**src/rtl/pipe_hazard_ctrl.sv**
```systemverilog
// pipe_hazard_ctrl
//   Central stall/flush sequencer for the IF/ID, ID/EX, EX/MEM and MEM/WB
//   pipeline registers. Detects load-use hazards and taken branches, freezes
//   the pipe while data memory is busy (req/ready handshake) and traps a
//   memory timeout. Register rule downstream: flush wins over enable, and a
//   flush zeroes the bundle at the next clk edge.
//
//   Build option: define PIPE_PERF_CNT_EN to implement the stall_cycles and
//   flush_count performance counters; without it both ports are tied to 0.
//
// Ports
//   clk, reset                : clock (rising edge), async active-high reset
//   id_rs, id_rt, id_uses_rt  : source specifiers of the instruction in ID
//   ex_mem_read, ex_rt        : load in EX and its destination register
//   ex_branch_taken           : branch resolved taken in EX
//   mem_req, mem_ready        : data-memory handshake from the MEM stage
//   pc_en, *_en, *_flush      : per-register enable/flush (combinational)
//   mem_timeout               : sticky trap flag
//   stall_cycles, flush_count : saturating performance counters
module pipe_hazard_ctrl #(
  parameter int REG_W       = 5,
  parameter int MEM_TIMEOUT = 15,
  parameter int CNT_W       = 16
) (
  input  logic             clk,
  input  logic             reset,
  input  logic [REG_W-1:0] id_rs,
  input  logic [REG_W-1:0] id_rt,
  input  logic             id_uses_rt,
  input  logic             ex_mem_read,
  input  logic [REG_W-1:0] ex_rt,
  input  logic             ex_branch_taken,
  input  logic             mem_req,
  input  logic             mem_ready,
  output logic             pc_en,
  output logic             if_id_en,
  output logic             if_id_flush,
  output logic             id_ex_en,
  output logic             id_ex_flush,
  output logic             ex_mem_en,
  output logic             mem_wb_en,
  output logic             mem_wb_flush,
  output logic             mem_timeout,
  output logic [CNT_W-1:0] stall_cycles,
  output logic [CNT_W-1:0] flush_count
);

  typedef enum logic [1:0] {
    RUN      = 2'd0,
    MEM_WAIT = 2'd1,
    TRAP     = 2'd2
  } state_t;

  localparam logic [CNT_W-1:0] CNT_MAX   = '1;
  localparam logic [CNT_W-1:0] CNT_ONE   = CNT_W'(1);
  localparam logic [CNT_W-1:0] TIMEOUT_C = CNT_W'(MEM_TIMEOUT);

  state_t           state_q, state_d;
  logic [CNT_W-1:0] wait_cnt_q, wait_cnt_d;
  logic             mem_timeout_q, mem_timeout_d;
  logic             load_use;
  logic             run_eval;

  // Register 0 is hard-wired, so a load targeting it never creates a hazard.
  assign load_use = ex_mem_read && (ex_rt != '0) &&
                    ((ex_rt == id_rs) || (id_uses_rt && (ex_rt == id_rt)));

  always_comb begin
    state_d       = state_q;
    wait_cnt_d    = wait_cnt_q;
    mem_timeout_d = mem_timeout_q;
    run_eval      = 1'b0;
    pc_en         = 1'b0;
    if_id_en      = 1'b0;
    if_id_flush   = 1'b0;
    id_ex_en      = 1'b0;
    id_ex_flush   = 1'b0;
    ex_mem_en     = 1'b0;
    mem_wb_en     = 1'b0;
    mem_wb_flush  = 1'b0;

    case (state_q)
      RUN: begin
        if (mem_req && !mem_ready) begin
          // Whole pipe frozen; bubble into MEM/WB so WB does not retire twice.
          mem_wb_flush = 1'b1;
          state_d      = MEM_WAIT;
          wait_cnt_d   = CNT_ONE;
        end else begin
          run_eval = 1'b1;
        end
      end
      MEM_WAIT: begin
        if (mem_ready) begin
          // Completion cycle behaves exactly like an unstalled RUN cycle.
          run_eval   = 1'b1;
          state_d    = RUN;
          wait_cnt_d = '0;
        end else begin
          mem_wb_flush = 1'b1;
          if (wait_cnt_q != CNT_MAX) wait_cnt_d = wait_cnt_q + CNT_ONE;
          if ((MEM_TIMEOUT != 0) && (wait_cnt_q == TIMEOUT_C)) begin
            state_d       = TRAP;
            mem_timeout_d = 1'b1;
          end
        end
      end
      TRAP: begin
        state_d       = TRAP;
        mem_timeout_d = 1'b1;
      end
      default: state_d = RUN;
    endcase

    if (run_eval) begin
      pc_en     = 1'b1;
      if_id_en  = 1'b1;
      id_ex_en  = 1'b1;
      ex_mem_en = 1'b1;
      mem_wb_en = 1'b1;
      // A taken branch squashes the dependent instruction, so it beats load-use.
      if (ex_branch_taken) begin
        if_id_flush = 1'b1;
        id_ex_flush = 1'b1;
      end else if (load_use) begin
        pc_en       = 1'b0;
        if_id_en    = 1'b0;
        id_ex_flush = 1'b1;
      end
    end

    if (reset) begin
      pc_en        = 1'b0;
      if_id_en     = 1'b0;
      if_id_flush  = 1'b0;
      id_ex_en     = 1'b0;
      id_ex_flush  = 1'b0;
      ex_mem_en    = 1'b0;
      mem_wb_en    = 1'b0;
      mem_wb_flush = 1'b0;
    end
  end

  always_ff @(posedge clk or posedge reset) begin
    if (reset) begin
      state_q       <= RUN;
      wait_cnt_q    <= '0;
      mem_timeout_q <= 1'b0;
    end else begin
      state_q       <= state_d;
      wait_cnt_q    <= wait_cnt_d;
      mem_timeout_q <= mem_timeout_d;
    end
  end

  assign mem_timeout = mem_timeout_q;

`ifdef PIPE_PERF_CNT_EN
  logic [CNT_W-1:0] stall_cycles_q, stall_cycles_d;
  logic [CNT_W-1:0] flush_count_q, flush_count_d;

  // if_id_flush is raised only by a taken branch, so it marks a branch flush.
  always_comb begin
    stall_cycles_d = stall_cycles_q;
    flush_count_d  = flush_count_q;
    if (!pc_en && (stall_cycles_q != CNT_MAX))
      stall_cycles_d = stall_cycles_q + CNT_ONE;
    if (if_id_flush && (flush_count_q != CNT_MAX))
      flush_count_d = flush_count_q + CNT_ONE;
  end

  always_ff @(posedge clk or posedge reset) begin
    if (reset) begin
      stall_cycles_q <= '0;
      flush_count_q  <= '0;
    end else begin
      stall_cycles_q <= stall_cycles_d;
      flush_count_q  <= flush_count_d;
    end
  end

  assign stall_cycles = stall_cycles_q;
  assign flush_count  = flush_count_q;
`else
  assign stall_cycles = '0;
  assign flush_count  = '0;
`endif

endmodule

```
**config.mk**
```make
export PLATFORM = sky130hd
export DESIGN_NAME = pipe_hazard_ctrl
export DESIGN_NICKNAME = d
export VERILOG_FILES = /design/src/rtl/pipe_hazard_ctrl.sv
export SDC_FILE = /design/constraint.sdc
export NUM_CORES = 1
export LEC_CHECK = 0
export BUFFER_PORTS_ARGS = -buffer_cell sky130_fd_sc_hd__buf_2
export CORE_MARGIN = 2
export CORE_UTILIZATION = 52
export CTS_CLUSTER_SIZE = 14
export DETAILED_ROUTE_END_ITERATION = 8
export PLACE_DENSITY = 0.83
export SYNTH_ARGS = -nofsm -noshare
export SYNTH_HDL_FRONTEND = slang
export SYNTH_SLANG_ARGS = --single-unit
export TNS_END_PERCENT = 10
```
**constraint.sdc**
```tcl
create_clock -name clk -period 3.7 [get_ports clk]
set_input_delay 0.37 -clock clk [delete_from_list [all_inputs] [get_ports clk]]
set_output_delay 0.37 -clock clk [all_outputs]
set_load 0.01 [all_outputs]
```
## Word-level counts from Yosys, hierarchy flattened

Index checks and enable logic that the tools add are counted.
W data, S select, Z words.

- Bits of input ports: 22
- Word-level logic and storage cells: 59
- Bits in registers: 19

- Add/subtract/negate cells: 1
- Reductions and logical operators: 13
- Mux-type cells: 31
- Equal/unequal tests: 11

Operator list:

| operator | number |
|---|---|
| $mux W16 | 3 |
| $pmux W16 S2 | 1 |
| $mux W1 | 20 |
| $add A16 B1 Y16 const B | 1 |
| $eq A16 B4 Y1 const B | 1 |
| $ne A16 B16 Y1 const B | 1 |
| $eq A5 B5 Y1 | 2 |
| $mux W2 | 3 |
| $ne A2 B2 Y1 const B | 3 |
| $ne A3 B3 Y1 const B | 2 |
| $pmux W1 S2 | 3 |
| $pmux W2 S3 | 1 |
| $reduce_and A3 Y1 | 2 |
| $reduce_bool A5 Y1 | 1 |
| $logic_and A1 B1 Y1 | 4 |
| $reduce_bool A2 Y1 | 2 |
| $eq A2 B1 Y1 const B | 1 |
| $eq A2 B2 Y1 const B | 1 |
| $logic_not A2 Y1 | 1 |
| $reduce_and A2 Y1 | 1 |
| $logic_not A1 Y1 | 1 |
| $logic_or A1 B1 Y1 | 1 |

## Longest topological paths before layout

- Depth after elaboration: 8
- Depth in mapped cells: 7
- Depth with buffers taken out: 6

## Worst setup path before layout

Ideal clock, no wire load.

- Path type: flip-flop to output port
- Start: register state_q[0]
- End: output port pc_en
- Stages on the path, launching flop included: 6
- Required time: 3.330 ns
- Path buffers: 1
- Path slack: 1.759 ns
- Data arrival time: 1.571 ns
- Cell sequence: dfrtp_1 -> nor2_1 -> nor2_1 -> nor3_1 -> o31a_1 -> buf_4

- Longest elaborated chain between the ends: 4

Ends and longest elaborated chain:

| element | RTL line | source |
|---|---|---|
| start, declared | 58 | `state_t state_q, state_d;` |
| start signal, assigned | 150 | `state_q <= state_d;` |
| $eq A2 B1 Y1 / $logic_not A2 Y1 (equally long branches) | 82 | `case (state_q)` |
| $pmux W1 S2 * | 82 |  |
| $mux W1 * (2 in a row) | - |  |
| end, declared | 35 | `output logic pc_en,` |

Mark *: on every way between the ends. The rest lies on a longest branch, timed or not.

## Worst setup path in the final report

- Start: register state_q[0]
- End: output port pc_en

- Longest elaborated chain between the ends: 4

Ends and longest elaborated chain:

| element | RTL line | source |
|---|---|---|
| $eq A2 B1 Y1 / $logic_not A2 Y1 (equally long branches) | 82 |  |
| $pmux W1 S2 * | 82 |  |
| $mux W1 * | 115 | `if (run_eval) begin` |
| $mux W1 * | 132 | `if (reset) begin` |

Marks and branches as above.

==> results.py <==
metrics = {
    "setup_path": {
        "endpoint_kind": "output port",
        "arrival_ns": 1.78,
        "cp_slowest_stage_delay_ns": 0.46,
        "critPathLaunchType": "register",
        "crit_path_cell_trace": "nor2_1 > nor2_1 > nor3_1 > o31a_1 > buf_2",
        "crit_required_ns": 3.33,
        "cpMaxStageDelayCell": "dfrtp_1",
        "crit_top_cell": "nor2_1",
        "crit_fanout": 7,
        "crit_family": "simple AND/OR/NAND/NOR gates",
        "crit_buf_inv": 1,
        "criticalPathCategory": "register to output port",
    },
    "logic_synthesis": {
        "async_reset_ff_frac": 1.000,
        "synth-seq-cells": 19,
        "synth.avg_cell_area_um2": 8.561,
        "synth_edf_count": 0,
        "yosysWarnings": 0,
        "netlist_area_um2": 1575,
        "yosys.area.top_type": "dfrtp_1",
        "synth_cell_types": 46,
        "syn_inst": 184,
        "yosys.area.top_type_share": 0.3018,
        "synthFlopType": "dfrtp_1",
        "ys_seq_area_frac": 0.3018,
        "yosys-top-cells-area": "dfrtp_1, buf_4, xor2_1, o21ai_0, nand4_1",
    },
    "global_route": {
        "grt_max_degree": 20,
        "grt_pass1_vias": 1056,
        "grt_pass1_wl_um": 4912,
        "grt-ovfl-total": 0,
        "track_usage": 0.1868,
        "antenna_found_initial": 0,
    },
    "floorplan": {
        "core-area_um2": 2829,
        "die_x_um": 59.04,
        "num_rows": 19,
        "die_y_um": 59.04,
        "start_util": 0.5568,
        "pin_count": 63,
        "die_area_um2": 3486,
    },
    "clock_tree": {
        "clock_latency_ns": 0.31,
        "clk_path_buf_depth": 2,
        "numCtsBuffers": 3,
        "clkTransAtPathRegs_ns": 0.12,
        "cts_tree": "yes",
        "cts.sinks": 19,
        "cts-root-buf": "clkbuf_4",
        "hold_buffers": 0,
        "ctsResizeCount": 0,
        "htree_levels": 1,
        "postCtsSetupBuffers": 0,
    },
    "route": {
        "routed-via-count": 1293,
        "drt-pass1-iter-count": 4,
        "vias_per_cell": 5.388,
        "drtAntennaViolNets": 0,
        "post-route-drc-count": 0,
        "wl_um": 3083,
        "drt-initial-drc-count": 53,
        "wl_per_cell_um": 12.85,
    },
    "pwr": {
        "ir_drop_v": 0.0001840,
        "pwr_density_cell_nw_per_um2": 234.5,
        "leakage_nw": 0.7627,
    },
    "timing": {
        "finalHoldViolCount": 0,
        "fin_setup_tns_ns": 0,
        "finalCritPeriodShare": 0.5809,
        "setup_ws_ns": 1.551,
        "finalSetupViolCount": 0,
        "period_needed_ns": 2.149,
        "report.final.slew_viol_count": 0,
        "fmax_mhz": 465.2,
        "worst_pin_slew_ns": 0.7050,
        "grt_setup_unrepaired": "no",
        "clock_skew_ns": 0.007501,
        "relSlewSlack": 0.5295,
    },
    "place": {
        "place.gp.congestion": 0.8080,
        "dp_hpwl_um": 2325,
        "post-place-cells": 236,
        "portBuffers": 30,
        "pre_cts_slack_ns": 1.731,
    },
    "status": {
        "status": "finished, final reports clean",
    },
    "cells_and_area": {
        "syn_to_final_growth_pct": 1.906,
        "final_nets": 233,
        "layoutNonFillerInstCount": 240,
        "layout_common_cells": "conb_1, buf_2, dfrtp_1, nand2_1, o21ai_0",
        "nFillCells": 258,
        "final_common_cell": "conb_1",
        "diodes": 0,
        "drive_above_1_share": 0.2297,
    },
    "min_path": {
        "hold_path_class": "input port to asynchronous set/reset pin",
    },
    "job": {
        "drv_cap": 0,
    },
}
==> synthesized netlist by cell type (all sizes together) (2+ instances only) <==
cell	count
nand4	8
inv	5
and3	2
dfrtp	19
a31oi	3
o41ai	2
a21oi	6
nand3	8
buf	40
or3	2
nor2	10
o31ai	2
nor3	5
xor2	9
or4	3
nand2	12
and2	2
o21a	3
o21ai	19
nor4	6
==> power by group <==
| group | leakage, nW | switching (mW) | internal [mW] |
|---|---|---|---|
| clock network | 0.0177 | 0.0698 | 0.0404 |
| registers | 0.234 | 0.00414 | 0.210 |
| logic | 0.511 | 0.0343 | 0.0175 |
| total | 0.763 | 0.108 | 0.268 |
==> state kept, by name, summed over array words and instances, names as in the netlist <==
| name | cells |
|---|---|
| mem_timeout | 1 |
| wait_cnt_q | 16 |
| state_q | 2 |
==> kinds of logic (layout without fill, tap and decap cells) <==
group	Yosys count	count (layout)	synth area share
XOR/XNOR	10	10	0.05560
adder cells (fa/ha/maj)	1	1	0.007942
AO/OA/AOI/OAI	43	43	0.1771
other	1	32	0.002381
flip-flops	19	19	0.3018
AND/OR/NAND/NOR	64	64	0.2462
buffers and inverters	46	40	0.2089
==> through the flow <==
step,instance area [um2],util,power (mW),hold slack [ns]
final,1605,0.5674,0.3764,0.1700
after global routing,1605,0.5674,0.3915,0.2353
after CTS,1605,0.5674,0.3774,0.2045
after detailed placement,1578,0.5577,0.2698,0.4514
after global placement,1578,0.5577,0.2688,0.4454
after floorplan,1692,-,0.2756,0.3211
==> final cells by class <==
cell class	count	area, um2	share of cell area
clock inverters	1	5.005	0.003118
well taps	31	38.79	0.02416
repair buffers	31	157.7	0.09821
inverters	5	18.77	0.01169
flip-flops and latches	19	475.5	0.2962
multi-input cells	150	887.1	0.5526
clock buffers	3	22.52	0.01403
==> final timing paths <==
path	from	end	slack (ns)	cells past startpoint
worst min-delay path	reset	state_q[1]	0.17	2
worst max register to register	wait_cnt_q[0]	wait_cnt_q[13]	1.75	6
min in group clk	mem_ready	state_q[0]	0.40	3
worst max-delay path	state_q[0]	pc_en	1.55	5
worst min register to register	mem_timeout	mem_timeout	0.48	1
max in group asynchronous	reset	wait_cnt_q[13]	3.08	2
==> layer usage <==
| layer | up-vias | GRT usage | routed length [um] |
|---|---|---|---|
| li1 | 647 | - | - |
| met1 | 595 | 0.2717 | 1383 |
| met2 | 46 | 0.2683 | 1492 |
| met3 | 5 | 0.04585 | 162 |
| met4 | 0 | 0.06818 | 44 |
| met5 | - | 0 | 0 |
Note: power is estimated with default switching activity, not from simulation.
